<file path="config.mk">
export PLATFORM = sky130hd
export DESIGN_NAME = pulse_train_gen
export DESIGN_NICKNAME = d
export VERILOG_FILES = /design/src/rtl/pulse_train_gen.sv
export SDC_FILE = /design/constraint.sdc
export NUM_CORES = 1
export LEC_CHECK = 0
export ABC_CLOCK_PERIOD_IN_PS = 6500
export CAP_MARGIN = 20
export CORE_MARGIN = 1
export CORE_UTILIZATION = 59
export DETAILED_ROUTE_END_ITERATION = 8
export HOLD_SLACK_MARGIN = 0.15
export PLACE_DENSITY = 0.86
export SYNTH_ARGS = -nofsm -noshare
export SYNTH_HDL_FRONTEND = slang
export SYNTH_SLANG_ARGS = --single-unit
</file>
<file path="constraint.sdc">
create_clock -name clk -period 6.5 [get_ports clk]
set_clock_uncertainty 0.15 [all_clocks]
set_input_delay 0.975 -clock clk [delete_from_list [all_inputs] [get_ports clk]]
set_output_delay 0.975 -clock clk [all_outputs]
set_load 0.03 [all_outputs]
</file>
<file path="src/rtl/pulse_train_gen.sv">
// Programmable square-wave pulse train: H cycles high, L cycles low, N rising edges or free-running until stop.
// Latency: accepted start -> signal=1 on the next cycle; all outputs registered, no input-to-output paths.
// Backpressure: none; start is ignored while busy, stop is held pending and honoured at the end of the current LOW.
module pulse_train_gen #(
    parameter int WIDTH       = 12,
    parameter int COUNT_WIDTH = 16
) (
    input  logic                   clk,
    input  logic                   reset,
    input  logic                   start,
    input  logic                   stop,
    input  logic [WIDTH-1:0]       high_cycles,
    input  logic [WIDTH-1:0]       low_cycles,
    input  logic [COUNT_WIDTH-1:0] num_edges,
    output logic                   signal,
    output logic                   busy,
    output logic                   done,
    output logic [COUNT_WIDTH-1:0] edges_sent
);

    typedef enum logic [1:0] {
        IDLE = 2'd0,
        HIGH = 2'd1,
        LOW  = 2'd2
    } state_t;

    localparam logic [WIDTH-1:0]       PH_ONE   = {{(WIDTH-1){1'b0}}, 1'b1};
    localparam logic [COUNT_WIDTH-1:0] EDGE_ONE = {{(COUNT_WIDTH-1){1'b0}}, 1'b1};

    state_t                 state_q, state_d;
    logic [WIDTH-1:0]       cnt_q, cnt_d;
    logic [WIDTH-1:0]       h_q, h_d;
    logic [WIDTH-1:0]       l_q, l_d;
    logic [COUNT_WIDTH-1:0] n_q, n_d;
    logic                   stop_q, stop_d;
    logic                   signal_d, busy_d, done_d;
    logic [COUNT_WIDTH-1:0] edges_d;

    logic [WIDTH-1:0]       h_clamp, l_clamp;
    logic                   last_edge;

    // A zero phase length behaves as one cycle so the counter never underflows.
    assign h_clamp   = (high_cycles == '0) ? PH_ONE : high_cycles;
    assign l_clamp   = (low_cycles  == '0) ? PH_ONE : low_cycles;
    assign last_edge = (n_q != '0) && (edges_sent == n_q);

    always_comb begin
        state_d  = state_q;
        cnt_d    = cnt_q;
        h_d      = h_q;
        l_d      = l_q;
        n_d      = n_q;
        stop_d   = stop_q;
        signal_d = signal;
        busy_d   = busy;
        done_d   = 1'b0;
        edges_d  = edges_sent;

        case (state_q)
            IDLE: begin
                if (start) begin
                    h_d      = h_clamp;
                    l_d      = l_clamp;
                    n_d      = num_edges;
                    stop_d   = 1'b0;
                    cnt_d    = h_clamp - PH_ONE;
                    state_d  = HIGH;
                    signal_d = 1'b1;
                    busy_d   = 1'b1;
                    edges_d  = EDGE_ONE;
                end
            end

            HIGH: begin
                if (stop) begin
                    stop_d = 1'b1;
                end
                if (cnt_q == '0) begin
                    state_d  = LOW;
                    cnt_d    = l_q - PH_ONE;
                    signal_d = 1'b0;
                end else begin
                    cnt_d = cnt_q - PH_ONE;
                end
            end

            LOW: begin
                if (stop) begin
                    stop_d = 1'b1;
                end
                if (cnt_q == '0) begin
                    // Termination uses only the registered request, so a stop seen on the
                    // final LOW cycle still lets one more period go out.
                    if (last_edge || stop_q) begin
                        state_d = IDLE;
                        busy_d  = 1'b0;
                        done_d  = 1'b1;
                        stop_d  = 1'b0;
                    end else begin
                        state_d  = HIGH;
                        cnt_d    = h_q - PH_ONE;
                        signal_d = 1'b1;
                        edges_d  = edges_sent + EDGE_ONE;
                    end
                end else begin
                    cnt_d = cnt_q - PH_ONE;
                end
            end

            default: begin
                state_d  = IDLE;
                signal_d = 1'b0;
                busy_d   = 1'b0;
            end
        endcase
    end

    always_ff @(posedge clk) begin
        if (reset) begin
            state_q    <= IDLE;
            cnt_q      <= '0;
            h_q        <= '0;
            l_q        <= '0;
            n_q        <= '0;
            stop_q     <= 1'b0;
            signal     <= 1'b0;
            busy       <= 1'b0;
            done       <= 1'b0;
            edges_sent <= '0;
        end else begin
            state_q    <= state_d;
            cnt_q      <= cnt_d;
            h_q        <= h_d;
            l_q        <= l_d;
            n_q        <= n_d;
            stop_q     <= stop_d;
            signal     <= signal_d;
            busy       <= busy_d;
            done       <= done_d;
            edges_sent <= edges_d;
        end
    end

endmodule

</file>
==> impl_metrics.tcl <==
set metrics [dict create \
    die_h_um 87.7 \
    slowest_delay_ns 0.49 \
    via_per_inst 5.97 \
    cts_made_buffers 9 \
    cts_tree "built" \
    synthCells 576 \
    drive_above_1_share_pct 5.11 \
    antenna_found_initial 0 \
    rsz0062_at_grt "no" \
    tns_ns 0 \
    hold_violations 0 \
    synth_seq_cells 74 \
    core.rowCount 30 \
    drtIter0Drc 319 \
    num_antenna_cells 0 \
    period_share_pct 55.1 \
    leakage_nw 1.97 \
    synth.area.top_cells "dfxtp_1, nand2_1, a21oi_1, xor2_1, nor2_1" \
    worstRegToRegCells 9 \
    fmax_mhz 279 \
    finalSetupViolCount 0 \
    drt-pass1-iter-count 5 \
    core_area_um2 6940 \
    cp_common_cell "nor3_1" \
    drtAntennaViolNets 0 \
    clock_sinks 74 \
    nNetsFinal 674 \
    worst_pin_slew_ns 0.755 \
    grt_start_max_net_pins 67 \
    die_area_um2 7700 \
    critPathSlowestCell "clkdlybuf4s50_1" \
    power.density_nw_per_um2 392 \
    hpwlAfterDp_um 8160 \
    synth_top_cell_area_share_pct 34.2 \
    hold_path_class "flip-flop to flip-flop" \
    start_kind "input port" \
    routedWlPerCell_um 15.8 \
    cts_max_level 3 \
    ir_worst_vdd_uv 181 \
    slew_headroom_pct 49.6 \
    whs_path_depth 2 \
    ys.warnings.count 0 \
    clk_pin_slew_ns 0.08 \
    syn_area_um2 4340 \
    hold_slack_ns 0.334 \
    slew_violations 0 \
    postCtsHoldBufs 0 \
    cp-end-kind "flip-flop" \
    worstPathRequired_ns 6.62 \
    vias 4309 \
    synth.avg_cell_area_um2 7.53 \
    cts-resized-gates 0 \
    mappedNetlistNets 629 \
    grt_overflow 0 \
    drv_cap 0 \
    outcome "finished clean" \
    async_flop_share_pct 0 \
    yosysUniqueCellTypes 56 \
    io_pins 63 \
    nFillCells 574 \
    grt_pass1_wl_um 18600 \
    grtUsageTotal_pct 31.1 \
    synth_edf_count 0 \
    initial_core_util_pct 62.5 \
    cts_setup_buffers 0 \
    timing.final.crit_period_ns 3.58 \
    cts_buffer_depth 2 \
    drc 0 \
    gp_congestion 0.920 \
    routed_wl_um 11400 \
    cp_max_fo 6 \
    syn2layout_area_growth_pct 19.4 \
    cp.arrival_ns 3.71 \
    grt_pass1_vias 3935 \
    fp.dieW_um 87.7 \
    worstPathCellList "clkdlybuf4s50_1 -> or3_1 -> or2_2 -> nor3_1 -> a21oi_1 -> ha_1 -> nand2b_1 -> nor3_1 -> xnor2_1 -> nor2_1 -> a31oi_1 -> a211oi_1" \
    portBuffers 62 \
    critPathKind "input port to flip-flop" \
    clock_latency_ns 0.36 \
    synth_top_flop_cell "dfxtp_1" \
    yosysSeqAreaShare_pct 34.2 \
    clockRootBuffer "clkbuf_8" \
    synth_top_area_cell "dfxtp_1" \
]
[cells in the final DEF (no fill, tap or decap), drive strengths merged, types with 2 or more instances in the layout]
master and n:
ha 9, mux2i 6, or4 7, o41ai 2, dfxtp 74, and3 3, a311oi 3, nor4 21
xnor2 19, or2 3, nand2b 7, a22oi 4, o31ai 6, o21ai 21, a21oi 64, a21boi 2
o221ai 2, or3 9, inv 16, a31o 3, buf 6, nor2 45, nand3 12, clkbuf 10
a211oi 16, clkinvlp 3, o21a 2, nor2b 2, nand2 106, a31oi 4, clkdlybuf4s50 61, nand4 5
xor2 32, nor3 19
[worst max-delay path: cells and delay by family]
| kind | cells | cell delay [ns] |
|---|---|---|
| adders and majority gates | 1 | 0.23 |
| xor gates and xnor gates | 1 | 0.13 |
| buffers and inverters | 1 | 0.49 |
| and+or+nand+nor | 6 | 1.40 |
| AOI/OAI and AO/OA | 3 | 0.48 |
[cells in the mapped netlist, drive strengths merged, types with 2 or more instances]
cell type / n
dfxtp: 74
o41ai: 2
a311oi: 3
nor3: 19
xnor2: 19
a31o: 3
nor2: 45
a21oi: 64
a211oi: 16
nor4: 21
clkbuf: 31
buf: 2
ha: 9
or4: 7
nand2: 106
o31ai: 6
nand2b: 7
o21a: 2
nand4: 5
nor2b: 2
a21boi: 2
a22oi: 4
or2: 3
nand3: 12
and3: 3
or3: 9
a31oi: 4
inv: 15
mux2i: 6
o21ai: 21
o221ai: 2
xor2: 32
[final cells by class]
class / count / area [µm²] / area share, %
multi-input combinational: 454 / 2670 / 51.6
sequential: 74 / 1480 / 28.6
tap: 96 / 120 / 2.32
clock buffer: 10 / 128 / 2.46
timing repair buffer: 67 / 653 / 12.6
inverter: 15 / 56.3 / 1.09
clock inverter: 6 / 66.3 / 1.28
[worst paths after layout]
path | from | end | slack [ns]
max reg2reg | cnt_q[0] | edges_sent[10] | 3.12
min reg2reg | l_q[11] | l_q[11] | 0.33
max | high_cycles[7] | cnt_q[8] | 2.92
min | l_q[11] | l_q[11] | 0.33
[power breakdown]
group | switching (mW) | internal (mW) | leakage [nW]
registers | 0.111 | 0.546 | 0.606
clock network | 0.181 | 0.178 | 0.0889
logic | 0.622 | 0.391 | 1.28
[state kept, by name (all words and copies together) (netlist names)]
signal and flops:
done 1, n_q 16, cnt_q 12, edges_sent 16, state_q 2, l_q 12, signal 1, stop_q 1
busy 1, h_q 12
[layer usage]
metal,wire (µm),GRT usage (%),vias to the layer above
li1,-,-,2133
met1,4920,40.4,1993
met2,5630,52.8,155
met3,550,3.49,28
met4,272,12.2,0
met5,0,0,-
[stage by stage]
step / std cells / area, µm² / util [%] / worst slack [ns] / power [mW]
after floorplan: 576 / 4340 / - / 3.40 / 1.41
after global placement: 706 / 4980 / 71.8 / 2.69 / 1.62
after detailed placement: 706 / 4980 / 71.8 / 2.61 / 1.66
after CTS: 722 / 5180 / 74.6 / 2.96 / 2.01
after global routing: 722 / 5180 / 74.6 / 2.70 / 2.17
final: 722 / 5180 / 74.6 / 2.92 / 2.03
[kinds of logic after synthesis]
group | after synthesis | synth area share (%)
simple gates | 247 | 27.0
compound gates | 141 | 20.3
mux | 6 | 1.38
fa+ha+maj | 9 | 2.60
flops | 74 | 34.2
buf+inv | 48 | 4.21
xor+xnor | 51 | 10.3
(Power assumes the default switching activity.)
